`src/rtl/dl_port_pkg.sv`:
```
// Shared types for the download-port responder: posted-write entry, FSM states and byte merge.
// The merge helper is only used when DL_BYTE_MERGE_EN is defined.
package dl_port_pkg;

  localparam int unsigned DL_AW = 23;
  localparam logic [1:0]  DL_DS_NONE = 2'b00;

  typedef struct packed {
    logic [DL_AW-1:0] a;
    logic [1:0]       ds;
    logic [15:0]      d;
  } dl_entry_t;

  typedef enum logic [1:0] {IDLE, WR, RD, RDW} dl_state_e;

  function automatic dl_entry_t dl_merge_bytes(dl_entry_t e, logic [1:0] ds, logic [15:0] d);
    dl_entry_t r;
    r    = e;
    r.ds = e.ds | ds;
    if (ds[1]) r.d[15:8] = d[15:8];
    if (ds[0]) r.d[7:0]  = d[7:0];
    return r;
  endfunction

endpackage

```
`src/rtl/dl_wr_fifo.sv`:
```
// Posted-write FIFO of dl_entry_t with wrap-bit pointers.
// DL_BYTE_MERGE_EN adds a tail output and a port that ORs new bytes into the tail entry.
module dl_wr_fifo
  import dl_port_pkg::*;
#(
  parameter int unsigned DEPTH = 4
) (
  input  logic                    clk_sys,
  input  logic                    reset,
  input  logic                    push,
  input  dl_entry_t               push_data,
  input  logic                    pop,
`ifdef DL_BYTE_MERGE_EN
  input  logic                    merge,
  input  logic [1:0]              merge_ds,
  input  logic [15:0]             merge_d,
  output dl_entry_t               tail,
`endif
  output dl_entry_t               head,
  output logic                    full,
  output logic                    empty,
  output logic [$clog2(DEPTH):0]  count
);

  localparam int unsigned   IdxW   = $clog2(DEPTH);
  localparam logic [IdxW:0] PtrOne = {{IdxW{1'b0}}, 1'b1};

  logic [IdxW:0] wptr, rptr;
  dl_entry_t     mem [DEPTH];

  assign head  = mem[rptr[IdxW-1:0]];
  assign count = wptr - rptr;
  assign empty = (wptr == rptr);
  assign full  = (wptr[IdxW] != rptr[IdxW]) && (wptr[IdxW-1:0] == rptr[IdxW-1:0]);

`ifdef DL_BYTE_MERGE_EN
  logic [IdxW:0] tail_ptr;
  assign tail_ptr = wptr - PtrOne;
  assign tail     = mem[tail_ptr[IdxW-1:0]];
`endif

  always_ff @(posedge clk_sys) begin
    if (reset) begin
      wptr <= '0;
      rptr <= '0;
    end else begin
      if (push) wptr <= wptr + PtrOne;
      if (pop)  rptr <= rptr + PtrOne;
    end
  end

  // Storage needs no reset; the pointers define which entries are live.
  always_ff @(posedge clk_sys) begin
    if (push) mem[wptr[IdxW-1:0]] <= push_data;
`ifdef DL_BYTE_MERGE_EN
    if (merge) mem[tail_ptr[IdxW-1:0]] <= dl_merge_bytes(tail, merge_ds, merge_d);
`endif
  end

endmodule

```
`src/rtl/dl_port_responder.sv`:
```
// Toggle req/ack memory port responder: posts writes through dl_wr_fifo, serialises reads behind
// them, and drives a single-word memory command bus. DL_BYTE_MERGE_EN enables tail byte merging.
module dl_port_responder
  import dl_port_pkg::*;
#(
  parameter int unsigned AW    = DL_AW,
  parameter int unsigned DEPTH = 4
) (
  input  logic          clk_sys,
  input  logic          reset,
  input  logic          port_req,
  output logic          port_ack,
  input  logic [AW-1:0] port_a,
  input  logic [1:0]    port_ds,
  input  logic          port_we,
  input  logic [15:0]   port_d,
  output logic [15:0]   port_q,
  output logic          mem_req,
  output logic          mem_we,
  output logic [AW-1:0] mem_addr,
  output logic [1:0]    mem_ds,
  output logic [15:0]   mem_d,
  input  logic          mem_gnt,
  input  logic          mem_rdvalid,
  input  logic [15:0]   mem_q
);

  localparam int unsigned CntW = $clog2(DEPTH) + 1;

  dl_state_e       state_q, state_d;
  logic            req_seen;
  logic            pending, ds_none, merge_ok;
  logic            wr_take, rd_take, push, pop;
  logic            fifo_full, fifo_empty;
  logic [CntW-1:0] fifo_count;
  dl_entry_t       head, wr_entry;

  assign pending  = port_req ^ req_seen;
  assign ds_none  = (port_ds == DL_DS_NONE);
  assign wr_entry = '{a: port_a, ds: port_ds, d: port_d};

`ifdef DL_BYTE_MERGE_EN
  logic      merge;
  dl_entry_t tail;
  // Two or more entries guarantee the tail is neither presented nor about to be loaded as head.
  assign merge_ok = (fifo_count >= CntW'(2)) && (tail.a == port_a) &&
                    ((tail.ds & port_ds) == DL_DS_NONE);
  assign merge    = wr_take & ~ds_none & merge_ok;
`else
  assign merge_ok = 1'b0;
`endif

  assign wr_take = pending & port_we & (ds_none | merge_ok | ~fifo_full);
  assign push    = wr_take & ~ds_none & ~merge_ok;
  assign rd_take = pending & ~port_we & fifo_empty & (state_q == IDLE);
  assign pop     = (state_q == WR) & mem_req & mem_gnt;

  dl_wr_fifo #(
    .DEPTH (DEPTH)
  ) u_fifo (
    .clk_sys   (clk_sys),
    .reset     (reset),
    .push      (push),
    .push_data (wr_entry),
    .pop       (pop),
`ifdef DL_BYTE_MERGE_EN
    .merge     (merge),
    .merge_ds  (port_ds),
    .merge_d   (port_d),
    .tail      (tail),
`endif
    .head      (head),
    .full      (fifo_full),
    .empty     (fifo_empty),
    .count     (fifo_count)
  );

  always_comb begin
    state_d = state_q;
    unique case (state_q)
      IDLE: begin
        if (!fifo_empty)  state_d = WR;
        else if (rd_take) state_d = RD;
      end
      WR:  if (pop && fifo_count == CntW'(1)) state_d = IDLE;
      RD:  if (mem_gnt) state_d = RDW;
      RDW: if (mem_rdvalid) state_d = IDLE;
    endcase
  end

  always_ff @(posedge clk_sys) begin
    if (reset) begin
      state_q  <= IDLE;
      req_seen <= port_req;
      port_ack <= port_req;
      port_q   <= '0;
      mem_req  <= 1'b0;
      mem_we   <= 1'b0;
      mem_addr <= '0;
      mem_ds   <= '0;
      mem_d    <= '0;
    end else begin
      state_q <= state_d;
      if (wr_take) begin
        req_seen <= ~req_seen;
        port_ack <= ~port_ack;
      end
      if (rd_take) req_seen <= ~req_seen;
      if (state_q == RDW && mem_rdvalid) begin
        port_q   <= mem_q;
        port_ack <= ~port_ack;
      end

      // mem_req always drops on the granting edge; WR reloads the next head a cycle later.
      unique case (state_q)
        IDLE: begin
          if (!fifo_empty) begin
            mem_req  <= 1'b1;
            mem_we   <= 1'b1;
            mem_addr <= head.a;
            mem_ds   <= head.ds;
            mem_d    <= head.d;
          end else if (rd_take) begin
            mem_req  <= 1'b1;
            mem_we   <= 1'b0;
            mem_addr <= port_a;
            mem_ds   <= port_ds;
          end
        end
        WR: begin
          if (mem_req) begin
            if (mem_gnt) mem_req <= 1'b0;
          end else if (!fifo_empty) begin
            mem_req  <= 1'b1;
            mem_we   <= 1'b1;
            mem_addr <= head.a;
            mem_ds   <= head.ds;
            mem_d    <= head.d;
          end
        end
        RD:  if (mem_gnt) mem_req <= 1'b0;
        RDW: mem_req <= 1'b0;
      endcase
    end
  end

endmodule

```
`config.mk`:
```
export PLATFORM = sky130hd
export DESIGN_NAME = dl_port_responder
export DESIGN_NICKNAME = d
export VERILOG_FILES = /design/src/rtl/dl_port_pkg.sv /design/src/rtl/dl_wr_fifo.sv /design/src/rtl/dl_port_responder.sv
export SDC_FILE = /design/constraint.sdc
export NUM_CORES = 1
export LEC_CHECK = 0
export BUFFER_PORTS_ARGS = -buffer_cell sky130_fd_sc_hd__buf_4
export CAP_MARGIN = 5
export CORE_MARGIN = 1
export CORE_UTILIZATION = 40
export DETAILED_ROUTE_END_ITERATION = 10
export HOLD_SLACK_MARGIN = 0.15
export PLACE_DENSITY_LB_ADDON = 0.1
export SYNTH_ARGS = -nofsm -noshare
export SYNTH_HDL_FRONTEND = slang
export SYNTH_HIERARCHICAL = 1
export SYNTH_SLANG_ARGS = --single-unit
```
`constraint.sdc`:
```
create_clock -name clk_sys -period 3.8 [get_ports clk_sys]
set_input_delay 0.57 -clock clk_sys [delete_from_list [all_inputs] [get_ports clk_sys]]
set_output_delay 0.57 -clock clk_sys [all_outputs]
set_load 0.02 [all_outputs]
```
# [After elaboration in Yosys (flattened, before gate mapping)]
# Memory sizes are Yosys's and may differ from the RTL's. A register that Yosys moved wholly into a read port is not among the register bits.
# Cells that the tools add are included.
[word_totals] reg_bits=69 latchBits=0 mem_bits_rw=164 romBits=0 input_bits=63 out_inout_bits=60 elab_cells=96 mem_count=1
[classes] add_sub_neg=3 multipliers=0 n_div=0 order_cmp=0 eq_ne=13 shift=0 n_mux=41 bitwise_logic=15 n_reduce_logical=12
[memory_table] name="u_fifo.mem" depth=4 width=41 read_ports=1 rd_ports_with_merged_regs=1 write_ports=1 line_no="dl_wr_fifo.sv:29" source="dl_entry_t mem [DEPTH];"
[op_table] op="$mux 23" n=4
[op_table] op="$pmux 23 s2" n=1
[op_table] op="$mux 16" n=2
[op_table] op="$pmux 16 s2" n=1
[op_table] op="$mux 2" n=11
[op_table] op="$mux 1" n=18
[op_table] op="$and 1x1->1" n=8
[op_table] op="$ne 2x2->1 const B" n=4
[op_table] op="$pmux 2 s4" n=1
[op_table] op="$reduce_and 4->1" n=2
[op_table] op="$add 3x1->3 const B" n=2
[op_table] op="$reduce_bool 3->1" n=2
[op_table] op="$not 1->1" n=5
[op_table] op="$eq 2x2->1 const B" n=2
[op_table] op="$logic_not 2->1" n=2
[op_table] op="$pmux 1 s4" n=1
[op_table] op="$pmux 2 s2" n=1
[op_table] op="$reduce_and 2->1" n=2
[op_table] op="$eq 3x1->1 const B" n=1
[op_table] op="$eq 3x3->1" n=1
[op_table] op="$logic_and 1x1->1" n=3
[op_table] op="$ne 3x3->1 const B" n=1
[op_table] op="$sub 3x3->3" n=1
[op_table] op="$eq 2x1->1 const B" n=1
[op_table] op="other kinds (7)" n=7

# [Longest topological paths before layout]
[depth] ltp_word=8 depth_mapped=10

# [Modules after synthesis]
# Netlist, hierarchy kept.
[modules_own_cells] mod="dl_wr_fifo" instances=1 cells_per_inst=261 area_each_um2=6414.9 seq_area_each_um2=5084.9
[modules_own_cells] mod="dl_port_responder" instances=1 cells_per_inst=329 area_each_um2=2821.5 seq_area_each_um2=1281.2

# [Worst setup path before layout]
# Ideal clock, no wire load.
[synth_timing] path_kind="in2reg" from="input port port_req" to="memory u_fifo/mem[3][0] (netlist bit) (enable)" setup_ns=0.402 t_arrival_ns=2.655 required_ns=3.398 setup_slack_ns=0.743 cell_stages=7 cell_sequence="xor2_1 -> buf_2 -> buf_2 -> nand3_1 -> nor2_1 -> clkbuf_1 -> and2_1"
[synth_between] elab_chain_cells=6
[synth_rtl] item="from (decl)" line_no="dl_port_responder.sv:11" source="input logic port_req,"
[synth_rtl] item="$xor 1x1->1" line_no="dl_port_responder.sv:38" source="assign pending = port_req ^ req_seen;"
[synth_rtl] item="$and 1x1->1 (2 in series)" line_no="dl_port_responder.sv:53" source="assign wr_take = pending & port_we & (ds_none | merge_ok | ~fifo_full);"
[synth_rtl] item="$and 1x1->1" line_no="dl_port_responder.sv:54" source="assign push = wr_take & ~ds_none & ~merge_ok;"
[synth_rtl] item="named net push" line_no="dl_port_responder.sv:33" source="logic wr_take, rd_take, push, pop;"
[synth_rtl] item="$mux 1" line_no="dl_wr_fifo.sv:54" source="if (push) mem[wptr[IdxW-1:0]] <= push_data;"
[synth_rtl] item="$mux 1 (not written as such)" line_no="dl_wr_fifo.sv:54"
[synth_rtl] item="to (decl)" line_no="dl_wr_fifo.sv:29"
# The timed path passes the listed nets, and every way through them passes these cells.

# [Worst setup path in the final report]
[layout_timing] from="register u_fifo.wptr[0]" to="memory u_fifo/mem[0][0] (netlist bit) (enable)"
[layout_between] elab_chain_cells=8
[layout_rtl] item="from (decl)" line_no="dl_wr_fifo.sv:28" source="logic [IdxW:0] wptr, rptr;"
[layout_rtl] item="from (signal assigned)" line_no="dl_wr_fifo.sv:47" source="if (push) wptr <= wptr + PtrOne;"
[layout_rtl] item="$eq 2x2->1" line_no="dl_wr_fifo.sv:34" source="assign full = (wptr[IdxW] != rptr[IdxW]) && (wptr[IdxW-1:0] == rptr[IdxW-1:0]);"
[layout_rtl] item="$logic_and 1x1->1" line_no="dl_wr_fifo.sv:34"
[layout_rtl] item="named net fifo_full" line_no="dl_port_responder.sv:34" source="logic fifo_full, fifo_empty;"
[layout_rtl] item="$not 1->1" line_no="dl_port_responder.sv:53"
[layout_rtl] item="$or 1x1->1" line_no="dl_port_responder.sv:53"
[layout_rtl] item="$and 1x1->1" line_no="dl_port_responder.sv:53"
[layout_rtl] item="$and 1x1->1" line_no="dl_port_responder.sv:54"
[layout_rtl] item="named net push" line_no="dl_port_responder.sv:33"
[layout_rtl] item="$mux 1" line_no="dl_wr_fifo.sv:54"
[layout_rtl] item="$mux 1 (not written as such)" line_no="dl_wr_fifo.sv:54"
# The timed path passes the listed nets, and every way through them passes these cells.

==> impl_table.tex <==
\begin{tabular}{lr}
\hline
Metric & Value \\
\hline
\multicolumn{2}{l}{\textbf{CTS}} \\
\quad Resized Gates After CTS & 0 \\
\quad Number of CTS-inserted buffers & 26 \\
\quad CTS tree & done \\
\quad Post CTS Setup Buffer Count & 0 \\
\quad Number of clock sinks seen by CTS & 235 \\
\quad Number of hold buffers added after cts & 0 \\
\quad Clock tree root driver cell & sky130\_fd\_sc\_hd\_\_clkbuf\_16 \\
\quad CTS clock-pin slew for the worst setup and hold paths & 60 ps \\
\quad Skew-Pair Late Insertion Delay & 520 ps \\
\quad Longest Clk Path Bufs & 3 \\
\quad Htree depth & 1 \\
\multicolumn{2}{l}{\textbf{Timing}} \\
\quad Max-slew headroom & 37.6\% \\
\quad Final hold slack & 247 ps \\
\quad Max-slew violation total from the final report & 0 \\
\quad Post-route worst setup slack & 1110 ps \\
\quad Final-report setup violation count & 0 \\
\quad Maximum clock skew at final layout & 15.3 ps \\
\quad RSZ-0062 raised after global routing & no \\
\quad Setup TNS Final & 0 ps \\
\quad Measured slew at the worst slew-check pin & 933 ps \\
\quad Number of hold violations in the final report & 0 \\
\quad Final critical-path required period & 2690 ps \\
\quad Maximum clock frequency & 372 MHz \\
\quad Post-route clock period utilization & 70.8\% \\
\multicolumn{2}{l}{\textbf{Min path}} \\
\quad Min-Delay Path Class & primary input to flip-flop \\
\quad End point of the worst hold path & u\_fifo/mem[2][6] \\
\quad Beginning of the worst hold path & port\_d[6] \\
\quad Worst Hold Depth & 1 \\
\multicolumn{2}{l}{\textbf{Die}} \\
\quad Die Span Y & 154 um \\
\quad Starting Density & 40.8\% \\
\quad Placement row count & 55 \\
\quad Number of primary I/O pins & 123 \\
\quad Core Area & 0.0226 mm\^{}2 \\
\quad Total Die Area & 0.0237 mm\^{}2 \\
\quad Die Wd & 154 um \\
\multicolumn{2}{l}{\textbf{Synth}} \\
\quad Sequential share of the synthesized area & 68.9\% \\
\quad Synth Area in Compound Gates & 9.05\% \\
\quad Share of synthesized area spent on multiplexers & 10.3\% \\
\quad Netlist area before placement & 0.00924 mm\^{}2 \\
\quad Mean cell area of the mapped netlist & 15.7 um\^{}2 \\
\quad Combinational family with the most area after synthesis & multiplexers \\
\quad Synthesized instance count & 590 \\
\quad Largest area contributor in the netlist & sky130\_fd\_sc\_hd\_\_edfxtp\_1 \\
\quad Top cells by area, synth & sky130\_fd\_sc\_hd\_\_edfxtp\_1 54\%, sky130\_fd\_sc\_hd\_\_dfxtp\_1 15\%, sky130\_fd\_sc\_hd\_\_mux4\_2 9.8\%, sky130\_fd\_sc\_hd\_\_nand2\_1 2.7\%, sky130\_fd\_sc\_hd\_\_a311oi\_1 2.4\% \\
\quad YS warnings & 6 \\
\quad Area share of the largest cell type after synthesis & 54.0\% \\
\quad Post-Synth XOR/XNOR Area & 0.474\% \\
\quad Simple-gate share of the synthesized area & 6.43\% \\
\quad Flops \& latches, synth & 235 \\
\quad Synth Net Count & 661 \\
\quad Fraction of the mapped netlist area in adder cells & 1.27\% \\
\quad Synth unique cells & 39 \\
\multicolumn{2}{l}{\textbf{Global routing}} \\
\quad Vias in the first global route & 5708 \\
\quad Global-route wire length before repair & 32.5 mm \\
\quad Number of antenna violations at the first check in global routing & 0 \\
\quad Largest net degree at the start of global routing & 51 \\
\quad Total overflow reported by the global router & 0 \\
\quad Overall track demand over capacity in global routing & 17.9\% \\
\multicolumn{2}{l}{\textbf{Route}} \\
\quad Initial DRT Pass Iterations & 6 \\
\quad WL final & 20.8 mm \\
\quad Number of violations reported at the end of detailed-routing iteration 0 & 347 \\
\quad Average wire length per cell after detail routing & 20.5 um \\
\quad Vias after detailed routing & 5449 \\
\quad Per-cell via count in the routed design & 5.39 \\
\quad Final ANT Viol Nets & 0 \\
\quad Drc violations & 0 \\
\multicolumn{2}{l}{\textbf{Finish}} \\
\quad Antenna diode instance count & 0 \\
\quad Most frequent cells in the layout & 166 x sky130\_fd\_sc\_hd\_\_edfxtp\_1, 130 x sky130\_fd\_sc\_hd\_\_buf\_4, 67 x sky130\_fd\_sc\_hd\_\_nand2\_1, 67 x sky130\_fd\_sc\_hd\_\_dfxtp\_1, 40 x sky130\_fd\_sc\_hd\_\_mux4\_2 \\
\quad Utilization after layout & 50.0\% \\
\quad Multi-input combinational cell area & 0.00256 mm\^{}2 \\
\quad Most common library cell in the layout ignoring fill and taps & sky130\_fd\_sc\_hd\_\_edfxtp\_1 \\
\quad Proportion of layout cells with a drive suffix above 1 & 31.4\% \\
\quad Post-layout nets & 777 \\
\quad Area taken by flip-flops and latches & 0.00637 mm\^{}2 \\
\quad \# fillers & 1930 \\
\quad Area growth from synthesis to layout & 22.5\% \\
\multicolumn{2}{l}{\textbf{Power}} \\
\quad Power density cells & 594 mW/mm\^{}2 \\
\quad Peak VDD IR & 0.000296 V \\
\quad Total design power & 6720 uW \\
\quad Leakage dissipation & 0.00388 uW \\
\multicolumn{2}{l}{\textbf{Worst setup path}} \\
\quad Reg-to-reg critical path endpoint & u\_fifo/mem[0][0] \\
\quad Type of the setup path with the least slack & flip-flop to flip-flop \\
\quad CP required & 4010 ps \\
\quad Category of the worst setup path capture point & flip-flop \\
\quad Worst path slowest cell & sky130\_fd\_sc\_hd\_\_and2\_2 \\
\quad Worst path max stage delay & 460 ps \\
\quad Worst R2R Path Depth & 9 \\
\quad RR Startpoint & u\_fifo/wptr[0] \\
\quad Critical Path, Cell by Cell & inv\_1, ha\_1, nand2\_1, nor2b\_1, o21ai\_0, nand3\_1, nor2\_1, and2\_2, buf\_12 \\
\quad Worst setup SP type & flip-flop \\
\quad Slack of the worst reg-to-reg path & 1110 ps \\
\quad Arrival time of data at the critical path endpoint & 2900 ps \\
\quad Highest net fanout along the worst path & 32 \\
\multicolumn{2}{l}{\textbf{Place}} \\
\quad HPWL after DPL & 12.7 mm \\
\quad Count of port buffers added during placement & 122 \\
\quad Post-Place Worst Slack & 1130 ps \\
\quad GP Congestion & 0.714 \\
\multicolumn{2}{l}{\textbf{Job}} \\
\quad \# Max-Cap Violations & 0 \\
\multicolumn{2}{l}{\textbf{Status}} \\
\quad Run status & complete, no violations \\
\hline
\end{tabular}
[worst max path at each step]
stage,from,slack (ps),to,cells past startpoint
floorplan,port_req,740,u_fifo/mem[3][0],7
global route,u_fifo/wptr[0],870,u_fifo/mem[0][24],9
global placement,u_fifo/wptr[0],1180,u_fifo/mem[0][5],9
CTS,u_fifo/wptr[0],1100,u_fifo/mem[0][34],9
detailed placement,u_fifo/wptr[0],1130,u_fifo/mem[0][9],9
finish,u_fifo/wptr[0],1110,u_fifo/mem[0][0],9
[through the flow]
| stage | instances | instance area, um^2 |
|---|---|---|
| global route | 1011 | 11300 |
| global placement | 963 | 10400 |
| floorplan | 590 | 9240 |
| finish | 1011 | 11300 |
| detailed placement | 963 | 10400 |
| CTS | 1011 | 11300 |
[layer usage]
| layer | track usage, % | up-vias | wire length, um | share of wire (%) |
|---|---|---|---|---|
| li1 | - | 2523 | - | - |
| met1 | 23.8 | 2733 | 9240 | 45 |
| met2 | 30.4 | 164 | 10100 | 49 |
| met3 | 2.85 | 29 | 1000 | 4.8 |
| met4 | 4.86 | 0 | 366 | 1.8 |
| met5 | 0 | - | 0 | 0 |
[area by class of cell]
| class | count | area share (%) |
|---|---|---|
| flip-flops and latches | 235 | 56.3 |
| multi-input cells | 302 | 22.6 |
| repair buffers | 134 | 9.34 |
| clock buffers | 27 | 5.79 |
| well taps | 285 | 3.15 |
| clock inverters | 21 | 2.53 |
| inverters | 7 | 0.232 |
[report_power, final]
part	switching (uW)	leakage, uW	internal, uW	total, uW
Clock	987	0.000460	1720	2710
Combinational	585	0.00135	405	990
Sequential	115	0.00207	2910	3020
Total	1690	0.00388	5040	6720
[cells in the mapped netlist, drive strengths merged]
cell      n
a311oi   25
and3      1
a21oi    36
edfxtp  166
xnor2     3
ha        7
and3b     1
and2      5
nand2    67
mux2i     2
o21a      1
fa        1
nor3      1
dfxtp    69
maj3      1
mux4     41
clkbuf   23
nand3     3
a211o     1
nand3b   27
a21o      1
nor2     13
inv       7
xor2      2
a32o      1
nor2b     2
a211oi   30
a31oi     1
o21ai    26
a21bo     2
buf      23
a32oi     1
[registers in the layout, indices dropped and copies added (netlist names), named ones only]
register and flops:
state_q 2, u_fifo/mem 164, port_q 16, u_fifo/wptr 3, mem_d 16, mem_we 1
mem_addr 23, port_ack 1, mem_req 1, u_fifo/rptr 3, req_seen 1, mem_ds 2
[worst max-delay path: cells and delay by family (launching register included)]
kind	cells	cell delay [ps]
AND/OR/NAND/NOR	5	1180
flip-flops	1	400
buffers and inverters	2	390
adder cells (fa/ha/maj)	1	320
AO/OA/AOI/OAI	1	70
[cell families after synthesis]
kind of cell    count (synthesis)
compound gates                125
xor+xnor                        5
fa+ha+maj                       9
buf+inv                        53
flops                         235
mux                            43
simple gates                  120
No activity file was read; power rests on OpenSTA's default activity.
